<file path="config.mk">
export PLATFORM = sky130hd
export DESIGN_NAME = pipe_reg_chain
export DESIGN_NICKNAME = d
export VERILOG_FILES = /design/src/rtl/pipe_reg_chain_pkg.sv /design/src/rtl/pipe_reg_chain_stage.sv /design/src/rtl/pipe_reg_chain.sv
export SDC_FILE = /design/constraint.sdc
export NUM_CORES = 1
export LEC_CHECK = 0
export CAP_MARGIN = 40
export CORE_AREA = 2 2 55 57
export CTS_CLUSTER_SIZE = 40
export DETAILED_ROUTE_END_ITERATION = 7
export DIE_AREA = 0 0 57 59
export GPL_TIMING_DRIVEN = 0
export PLACE_DENSITY = 0.67
export SLEW_MARGIN = 20
export SYNTH_ARGS = -nofsm -noshare
export SYNTH_HDL_FRONTEND = slang
export SYNTH_SLANG_ARGS = --single-unit
</file>
<file path="constraint.sdc">
create_clock -name clk -period 3.7 [get_ports clk]
set_clock_uncertainty 0.15 [all_clocks]
set_input_delay 0.925 -clock clk [delete_from_list [all_inputs] [get_ports clk]]
set_output_delay 0.925 -clock clk [all_outputs]
set_load 0.02 [all_outputs]
</file>
<file path="src/rtl/pipe_reg_chain_pkg.sv">
// pipe_reg_chain_pkg: shared sizing helper for the register pipeline
package pipe_reg_chain_pkg;

    // Width needed to represent an occupancy of 0..depth
    function automatic int cw_of(input int depth);
        return $clog2(depth + 1);
    endfunction

endpackage

</file>
<file path="src/rtl/pipe_reg_chain_stage.sv">
// pipe_stage: one valid/data register pair of the bubble-collapsing pipeline
module pipe_stage #(
    parameter int WIDTH = 8
) (
    input  logic             clk,
    input  logic             reset,
    input  logic             flush,
    input  logic             load,
    input  logic             pop,
    input  logic [WIDTH-1:0] src,
    output logic             v,
    output logic [WIDTH-1:0] d,
    output logic             rdy
);

    assign rdy = ~v | pop;

    // Reset clears everything; flush only drops valid; a load wins over a pop
    always_ff @(posedge clk) begin
        if (reset) begin
            v <= 1'b0;
            d <= '0;
        end else if (flush) begin
            v <= 1'b0;
        end else if (load) begin
            v <= 1'b1;
            d <= src;
        end else if (pop) begin
            v <= 1'b0;
        end
    end

endmodule

</file>
<file path="src/rtl/pipe_reg_chain.sv">
// pipe_reg_chain: bubble-collapsing valid/ready register pipeline with flush and occupancy count
module pipe_reg_chain
    import pipe_reg_chain_pkg::*;
#(
    parameter int WIDTH  = 8,
    parameter int DEPTH  = 3,
    parameter bit INVERT = 1'b1
) (
    input  logic                     clk,
    input  logic                     reset,
    input  logic                     flush,
    input  logic                     in_valid,
    input  logic [WIDTH-1:0]         in_data,
    output logic                     in_ready,
    output logic                     out_valid,
    output logic [WIDTH-1:0]         out_data,
    input  logic                     out_ready,
    output logic [cw_of(DEPTH)-1:0]  count
);

    localparam int CW = cw_of(DEPTH);

    logic [DEPTH-1:0] vv;

    for (genvar i = 0; i < DEPTH; i++) begin : g
        logic             v, rdy, pop, load;
        logic [WIDTH-1:0] d, src;
        if (i == DEPTH - 1) begin : last
            assign pop = out_ready;
        end else begin : mid
            assign pop = g[i+1].load;
        end
        if (i == 0) begin : head
            assign load = in_valid & in_ready;
            assign src  = INVERT ? ~in_data : in_data;
        end else begin : body
            assign load = g[i-1].v & rdy;
            assign src  = g[i-1].d;
        end
        pipe_stage #(.WIDTH(WIDTH)) u_stage (
            .clk  (clk),
            .reset(reset),
            .flush(flush),
            .load (load),
            .pop  (pop),
            .src  (src),
            .v    (v),
            .d    (d),
            .rdy  (rdy)
        );
        assign vv[i] = v;
    end

    assign in_ready  = g[0].rdy & ~flush;
    assign out_valid = g[DEPTH-1].v;
    assign out_data  = g[DEPTH-1].d;

    // Occupancy is the population count of the stage valid bits
    always_comb begin
        count = '0;
        for (int k = 0; k < DEPTH; k++) count = count + CW'(vv[k]);
    end

endmodule
</file>
==> results of run 1 <==
-- synth_stat cells --
master	instances	share of area
dfxtp_1	27	0.46
nand2b_1	18	0.096
a21oi_1	17	0.072
a211oi_2	9	0.096
mux2i_1	8	0.068
nand3_1	8	0.034
o21ai_0	8	0.034
buf_2	5	0.021
nor2b_1	4	0.021
clkbuf_1	3	0.0096
buf_6	2	0.019
inv_1	2	0.0064
nor3_1	2	0.0085
a211o_1	1	0.0074
a211oi_1	1	0.0064
and2_4	1	0.0074
buf_4	1	0.0064
fa_1	1	0.017
nand4b_1	1	0.0074
nor2_1	1	0.0032
-- flip-flops by register name, summed over array words and instances (netlist names) --
| signal | count |
|---|---|
| g.u_stage.d | 24 |
| g.u_stage.v | 3 |
-- stage by stage --
| stage | hold WS [ns] | util | total power [W] | worst slack (ns) | std cells |
|---|---|---|---|---|---|
| after CTS | 0.3311 | 0.5439 | 0.0004881 | 0.06322 | 178 |
| after global placement | 0.3086 | 0.5337 | 0.0003627 | -0.05050 | 174 |
| after detailed placement | 0.3084 | 0.5337 | 0.0003642 | -0.06782 | 174 |
| after global routing | 0.3525 | 0.5448 | 0.0005051 | 0.3556 | 178 |
| after floorplan | 0.2942 | - | 0.0003423 | 0.9544 | 120 |
| final | 0.3282 | 0.5448 | 0.0004802 | 0.4603 | 178 |
-- layout make-up --
| cell class | count | area share |
|---|---|---|
| Buffer | 11 | 0.04576 |
| Clock buffer | 4 | 0.01780 |
| Inverter | 2 | 0.005085 |
| Multi-Input combinational cell | 80 | 0.3814 |
| Sequential cell | 27 | 0.3661 |
| Tap cell | 31 | 0.02627 |
| Timing Repair Buffer | 23 | 0.1576 |
-- cells by family after synthesis --
family                     count (synthesis)
DFF                                       27
AOI/OAI and AO/OA                         36
muxes                                      8
and+or+nand+nor                           35
adders and majority gates                  1
buffers and inverters                     13
-- what timing repair did --
| item | 4_1_cts | 5_1_grt |
|---|---|---|
| setup buffers | 0 | 0 |
| setup endpoints to repair | 1 | 1 |
| endpoints found under the hold margin | 0 | 0 |
| hold buffers | 0 | 0 |
| resized for setup | 1 | 1 |
-- layout by cell type (no fill, tap or decap), types with 2 or more instances in the layout --
cell / count
dfxtp_1: 27
clkdlybuf4s50_1: 22
nand2b_1: 18
a21oi_1: 17
a211oi_2: 9
mux2i_1: 8
nand3_1: 8
o21ai_0: 8
buf_2: 5
nor2b_1: 4
clkbuf_1: 3
clkbuf_4: 3
inv_1: 2
nor3_1: 2
buf_6: 2
-- metal layers --
metal | up-vias | wire length, um | global-route usage
li1 | 475 | - | -
met5 | - | 0 | 0
met3 | 5 | 80 | 0.01965
met1 | 396 | 1023 | 0.1765
met2 | 20 | 985 | 0.2578
met4 | 0 | 41 | 0.05980
-- worst max-delay path: cells and delay by family --
family / cells / cell delay, ns
buffers and inverters: 3 / 0.94
AND/OR/NAND/NOR: 2 / 0.30
-- power groups by stage --
| stage | Sequential (W) | Combinational (W) | Clock [W] |
|---|---|---|---|
| 2_1_floorplan | 0.000308 | 0.0000343 | 0 |
| 3_3_place_gp | 0.000309 | 0.0000538 | 0 |
| 3_5_place_dp | 0.000309 | 0.0000552 | 0 |
| 4_1_cts | 0.000303 | 0.0000556 | 0.000130 |
| 5_1_grt | 0.000304 | 0.0000599 | 0.000141 |
| 6_report | 0.000303 | 0.0000547 | 0.000123 |
-- path summary, 6_finish.rpt --
kind	from	to	slack, ns
worst min register to register	g[0].u_stage.d[6]	g[1].u_stage.d[6]	0.33
worst max register to register	g[2].u_stage.v	g[1].u_stage.d[4]	2.24
worst min-delay path	g[0].u_stage.d[6]	g[1].u_stage.d[6]	0.33
worst max-delay path	out_ready	in_ready	0.46
==> results.json, run 1 <==
{
  "reg2regPathDepth": 4,
  "dieArea_um2": 3363,
  "synthToLayoutAreaGrowth_pct": 25.40,
  "routed_wl_um": 2130,
  "fin_crit_ns": 3.240,
  "hold_violations": 0,
  "postPlaceCellArea_um2": 1446,
  "drt_pass1_iterations": 3,
  "p_leak_nw": 0.5277,
  "p_switching_w": 0.0001097,
  "crit_arrival_ns": 2.16,
  "avgSynthCellArea_um2": 9.811,
  "maxSlewHeadroom": 0.7404,
  "status": "completed",
  "max_stage_delay_ns": 0.48,
  "power.density_nw_per_um2": 325.3,
  "vias": 896,
  "startpoint_type": "input pin",
  "fin_tns_setup_ns": 0,
  "synthAdderAreaFrac": 0.01700,
  "cp_data_required_time_ns": 2.62,
  "crit_slowest_cell": "clkdlybuf4s50_1",
  "layout-drive-gt1-share": 0.1497,
  "wire_per_inst_um": 11.97,
  "io_pins": 25,
  "clk_pin_slew_ns": 0.13,
  "synth_area_um2": 1177,
  "multi_input_area_um2": 563.0,
  "synth-simple-area-share": 0.1775,
  "synth_seq_cells": 27,
  "synth_nets": 134,
  "h-tree-depth": 1,
  "p_comb_frac": 0.114,
  "whs_path_depth": 2,
  "ir_drop_uv": 173.7,
  "switching_share": 0.2285,
  "num_antenna_cells": 0,
  "slew_violations": 0,
  "worst_pin_slew_ns": 0.3887,
  "fp.coreArea_um2": 2710,
  "clkLatencyLatePin_ns": 0.32,
  "crit_fanout": 10,
  "endpoint_kind": "output port",
  "final_area_um2": 1476,
  "fin_crit_sh": 0.8756,
  "dieWidth_um": 57,
  "cts-root-buf": "clkbuf_4",
  "hpwl_um": 1644,
  "grt_max_degree": 15,
  "finalSetupViolCount": 0,
  "cts.sinks": 27,
  "antenna_found_initial": 0,
  "start_util": 0.4344,
  "yosysSeqAreaShare": 0.4591,
  "place_congestion": 0.7237,
  "p_seq_frac": 0.630,
  "synth_xor_area_frac": 0,
  "fmax_mhz": 308.7,
  "synth_compound_area_frac": 0.2157,
  "numCtsBuffers": 3,
  "cts_buffer_depth": 2,
  "p_int_w": 0.0003705,
  "register_area_um2": 540.5,
  "row_count": 19,
  "hold_class": "flip-flop to flip-flop",
  "synthCells": 120,
  "nets": 162,
  "postRouteAntennaNets": 0,
  "grtUsageTotal": 0.1448,
  "grt_pass1_wl_um": 3850,
  "drtIter0Drc": 6,
  "cts_tree": "yes",
  "routed_via_density": 5.034,
  "synth_top_family_by_area": "compound AO/OA/AOI/OAI gates",
  "overflow": 0,
  "die_y_um": 59,
  "path_cells": "clkdlybuf4s50_1, nand4b_1, clkbuf_2, nor2b_1, dlymetal6s2s_1",
  "critical_path_class": "input pin to output port",
  "port-buffer-count": 23,
  "grt_pass1_vias": 872,
  "ys_types": 20,
  "maxCapViolCount": 0,
  "drc": 0,
  "muxShareOfSynthArea": 0.06801,
  "ys.warnings.count": 0,
  "fillers": 263,
  "clockPowerShare": 0.256,
  "rsz0062_at_grt": "false"
}
Power figures use the tool's default switching activity.
==> run 2: changes to the inputs <==
- PLACE_DENSITY: 0.67 -> 0.69
==> results.json, run 2 (synthesis gave the netlist of run 1 again) <==
{
  "worstSetupStartpoint": "out_ready",
  "layout_common_cells": "27 x dfxtp_1, 23 x clkdlybuf4s50_1, 18 x nand2b_1, 17 x a21oi_1, 9 x a211oi_2",
  "fillers": 267,
  "pre_cts_ws_ns": -0.06066,
  "antenna_found_initial": 0,
  "place_congestion": 0.6881,
  "layout-drive-gt1-share": 0.1565,
  "final_common_cell": "dfxtp_1",
  "total_power_w": 0.0004876,
  "top_register": "g.u_stage.d",
  "postRouteAntennaNets": 0,
  "holdBufCountCts": 0,
  "die_y_um": 59,
  "cts_resized": 1,
  "routed_wl_um": 2071,
  "p_leak_nw": 0.5199,
  "worst_pin_slew_ns": 0.3667,
  "drc": 0,
  "endpoint_kind": "output port",
  "hpwl_um": 1583,
  "min-delay-start": "g[1].u_stage.d[6]",
  "drtIter0Drc": 21,
  "grt_pass1_wl_um": 3663,
  "grt_pass1_vias": 831,
  "dieWidth_um": 57,
  "worstReg2RegStart": "g[2].u_stage.v",
  "grt_max_degree": 16,
  "fin_tns_setup_ns": 0,
  "grtUsageTotal": 0.1388,
  "wire_per_inst_um": 11.63,
  "cts-root-buf": "clkbuf_4",
  "top_usage_layer": "met2",
  "crit_fanout": 10,
  "routed_via_density": 5.112,
  "hold_class": "flip-flop to flip-flop",
  "grt_use_met2": 0.2151,
  "slew_violations": 0,
  "cts_tree": "yes",
  "port-buffer-count": 23,
  "maxCapViolCount": 0,
  "cp_data_required_time_ns": 2.62,
  "fin_crit_sh": 0.9796,
  "largest_register_ff_count": 24,
  "io_pins": 25,
  "critical_path_class": "input pin to output port",
  "synthToLayoutAreaGrowth_pct": 25.29,
  "status": "completed",
  "crit_slowest_cell": "clkdlybuf4s50_1",
  "finalSetupViolCount": 0,
  "dp_cells": 174,
  "fin_crit_ns": 3.625,
  "fmax_mhz": 275.9,
  "dieArea_um2": 3363,
  "num_antenna_cells": 0,
  "numCtsBuffers": 3,
  "clk_pin_slew_ns": 0.14,
  "h-tree-depth": 1,
  "globalRouteMet1Util": 0.1890,
  "start_util": 0.4344,
  "cpMostUsedCell": "clkdlybuf4s50_1",
  "maxSlewHeadroom": 0.7551,
  "grtUsageMet3": 0.02838,
  "post-cts-setup-buffers": 0,
  "cts.sinks": 27,
  "max_stage_delay_ns": 0.61,
  "vias": 910,
  "crit_arrival_ns": 2.55,
  "fp.coreArea_um2": 2710,
  "top_regs": "g.u_stage.d: 24 flops, g.u_stage.v: 3 flops",
  "nets": 162,
  "fin_ws_ns": 0.07531,
  "cts_buffer_depth": 2,
  "final_cell_count_no_fill": 178,
  "clkLatencyLatePin_ns": 0.34,
  "hold_violations": 0,
  "rsz0062_at_grt": "false",
  "ir_drop_uv": 253.1,
  "drt_pass1_iterations": 4,
  "power.density_nw_per_um2": 330.6,
  "overflow": 0,
  "startpoint_type": "input pin",
  "row_count": 19,
  "path_cells": "clkdlybuf4s50_1, nand4b_1, buf_2, nor2b_1, clkdlybuf4s50_1"
}
-- run 2: cell types whose count changed in the layout (fill, tap and decap cells not counted), sizes merged --
cell / previous run / this run
clkbuf: 7 / 5
buf: 8 / 9
clkdlybuf4s50: 22 / 23
clkinv: 0 / 1
dlymetal6s2s: 1 / 0
-- run 2: final timing paths --
kind / to / slack [ns] / cells past startpoint
max reg2reg: g[1].u_stage.d[5] / 2.23 / 4
max: in_ready / 0.08 / 5
min reg2reg: g[2].u_stage.d[6] / 0.33 / 2
min: g[2].u_stage.d[6] / 0.33 / 2
-- run 2: layout make-up --
cell class	count	area (um^2)	share of cell area
Clock buffer	3	22.52	0.01527
Clock inverter	1	5.005	0.003393
Sequential cell	27	540.5	0.3664
Buffer	11	67.56	0.04580
Inverter	2	7.507	0.005089
Tap cell	31	38.79	0.02629
Timing Repair Buffer	23	230.2	0.1561
Multi-Input combinational cell	80	563.0	0.3817
-- run 2: power by group --
part	internal, W	switching [W]
clock	0.0000407	0.0000897
combinational	0.0000303	0.0000242
sequential	0.000298	0.00000463
total	0.000369	0.000118
-- run 2: metrics by stage --
| step | utilization | hold WS (ns) | instance area (um^2) |
|---|---|---|---|
| finish | 0.5443 | 0.3280 | 1475 |
| global route | 0.5443 | 0.3493 | 1475 |
| CTS | 0.5443 | 0.3305 | 1475 |
| detailed placement | 0.5337 | 0.3106 | 1446 |
| global placement | 0.5337 | 0.3079 | 1446 |
| floorplan | - | 0.2942 | 1177 |
-- run 2: layer usage --
layer  part of all wire  wire length [um]  vias up
met2               0.46               954       26
met4              0.016                34        0
met5                  0                 0        -
met3              0.058               120        3
met1               0.46               962      409
li1                   -                 -      472
-- run 2: critical path: cells and delay by family --
kind,cells,cell delay [ns]
simple gates,2,0.31
buf+inv,3,1.31
==> run 3: changes to the inputs <==
- SETUP_SLACK_MARGIN: not set -> 0.4
==> results.json, run 3 (synthesis gave the netlist of run 1 again) <==
{
  "hold_class": "flip-flop to flip-flop",
  "routed_via_density": 5.135,
  "finalSetupViolCount": 0,
  "port-buffer-count": 23,
  "fin_ws_ns": 0.4424,
  "cp_data_required_time_ns": 2.62,
  "critical_path_class": "input pin to output port",
  "p_leak_nw": 0.5244,
  "fp.coreArea_um2": 2710,
  "h-tree-depth": 1,
  "dieArea_um2": 3363,
  "crit_fanout": 10,
  "final_common_cell": "dfxtp_1",
  "worst_r2r_endpoint": "g[0].u_stage.d[4]",
  "numCtsBuffers": 3,
  "cp-endpoint": "in_ready",
  "layout_common_cells": "27 x dfxtp_1, 22 x clkdlybuf4s50_1, 18 x nand2b_1, 17 x a21oi_1, 9 x a211oi_2",
  "status": "completed",
  "io_pins": 25,
  "grt_pass1_vias": 837,
  "worstReg2RegStart": "g[1].u_stage.v",
  "largest_register_ff_count": 24,
  "routed_wl_um": 2091,
  "top_register": "g.u_stage.d",
  "nets": 162,
  "cts.sinks": 27,
  "vias": 914,
  "grt_max_degree": 16,
  "wire_per_inst_um": 11.75,
  "maxSlewHeadroom": 0.7551,
  "post-cts-setup-buffers": 0,
  "rsz0062_at_grt": "false",
  "synthToLayoutAreaGrowth_pct": 25.93,
  "row_count": 19,
  "fin_crit_sh": 0.8804,
  "fin_tns_setup_ns": 0,
  "pre_cts_ws_ns": -0.06066,
  "drt_pass1_iterations": 4,
  "dieWidth_um": 57,
  "top_regs": "g.u_stage.d: 24 flops, g.u_stage.v: 3 flops",
  "fin_crit_ns": 3.258,
  "layout-drive-gt1-share": 0.1633,
  "drtIter0Drc": 18,
  "start_util": 0.4344,
  "endpoint_kind": "output port",
  "cts-root-buf": "clkbuf_4",
  "place_congestion": 0.6881,
  "antenna_found_initial": 0,
  "maxCapViolCount": 0,
  "hpwl_um": 1583,
  "hold_violations": 0,
  "drc": 0,
  "holdBufCountCts": 0,
  "grt_pass1_wl_um": 3677,
  "worst_pin_slew_ns": 0.3667,
  "whs_ns": 0.3280,
  "ir_drop_uv": 253.1,
  "cts_buffer_depth": 2,
  "reg2regPathDepth": 4,
  "die_y_um": 59,
  "fmax_mhz": 307.0,
  "clkLatencyLatePin_ns": 0.34,
  "worstSetupStartpoint": "out_ready",
  "cts_tree": "yes",
  "crit_arrival_ns": 2.18,
  "num_antenna_cells": 0,
  "overflow": 0,
  "grtUsageTotal": 0.1393,
  "power.density_nw_per_um2": 328.8,
  "r2r_slack_ns": 2.19,
  "startpoint_type": "input pin",
  "postRouteAntennaNets": 0,
  "clk_pin_slew_ns": 0.14,
  "slew_violations": 0
}
## run 3: changes by cell type in the layout (fill, tap and decap cells not counted), sizes merged
cell | previous run | this run
clkdlybuf4s15 | 0 | 1
clkdlybuf4s50 | 23 | 22
## run 3: per-stage QoR
step,cell area (um^2),instances,util,power [W]
floorplan,1177,120,-,0.0003423
global placement,1446,174,0.5337,0.0003627
detailed placement,1446,174,0.5337,0.0003643
CTS,1479,178,0.5457,0.0004931
global route,1483,178,0.5471,0.0005137
finish,1483,178,0.5471,0.0004874
## run 3: critical path, stage by stage
cell             delay (ns)
clkdlybuf4s50_1        0.43
nand4b_1               0.26
buf_6                  0.20
nor2b_1                0.13
clkdlybuf4s15_2        0.24
## run 3: timing repair
item | 4_1_cts | 5_1_grt
resized for setup | 5 | 2
pin swaps | 0 | 0
endpoints found under the setup margin | 1 | 1
## run 3: how the worst min path moves through the flow
stage | startpoint | endpoint | slack (ns) | depth (start not counted)
after floorplan | g[1].u_stage.d[0] | g[2].u_stage.d[0] | 0.29 | 2
after detailed placement | g[1].u_stage.d[6] | g[2].u_stage.d[6] | 0.31 | 2
after CTS | g[1].u_stage.d[6] | g[2].u_stage.d[6] | 0.33 | 2
after global routing | g[1].u_stage.d[0] | g[2].u_stage.d[0] | 0.35 | 2
after global placement | g[0].u_stage.d[6] | g[1].u_stage.d[6] | 0.31 | 2
final | g[1].u_stage.d[6] | g[2].u_stage.d[6] | 0.33 | 2
## run 3: power breakdown
part / switching (W) / internal [W] / total, W
Combinational: 0.0000241 / 0.0000302 / 0.0000543
Clock: 0.0000896 / 0.0000407 / 0.000130
Sequential: 0.00000464 / 0.000298 / 0.000303
## run 3: layout make-up
| type | count | area [um^2] |
|---|---|---|
| fill | 268 | 1227 |
| buffer | 11 | 73.82 |
| timing repair buffer | 23 | 231.5 |
| tap | 31 | 38.79 |
| multi-input combinational | 80 | 563.0 |
| inverter | 2 | 7.507 |
| clock inverter | 1 | 5.005 |
| clock buffer | 3 | 22.52 |
| sequential | 27 | 540.5 |
## run 3: layer usage
metal	routed length, um	up-vias	track usage
met5	0	-	0
met4	34	0	0.05980
met3	120	3	0.02838
met2	972	26	0.2167
met1	964	413	0.1890
li1	-	472	-
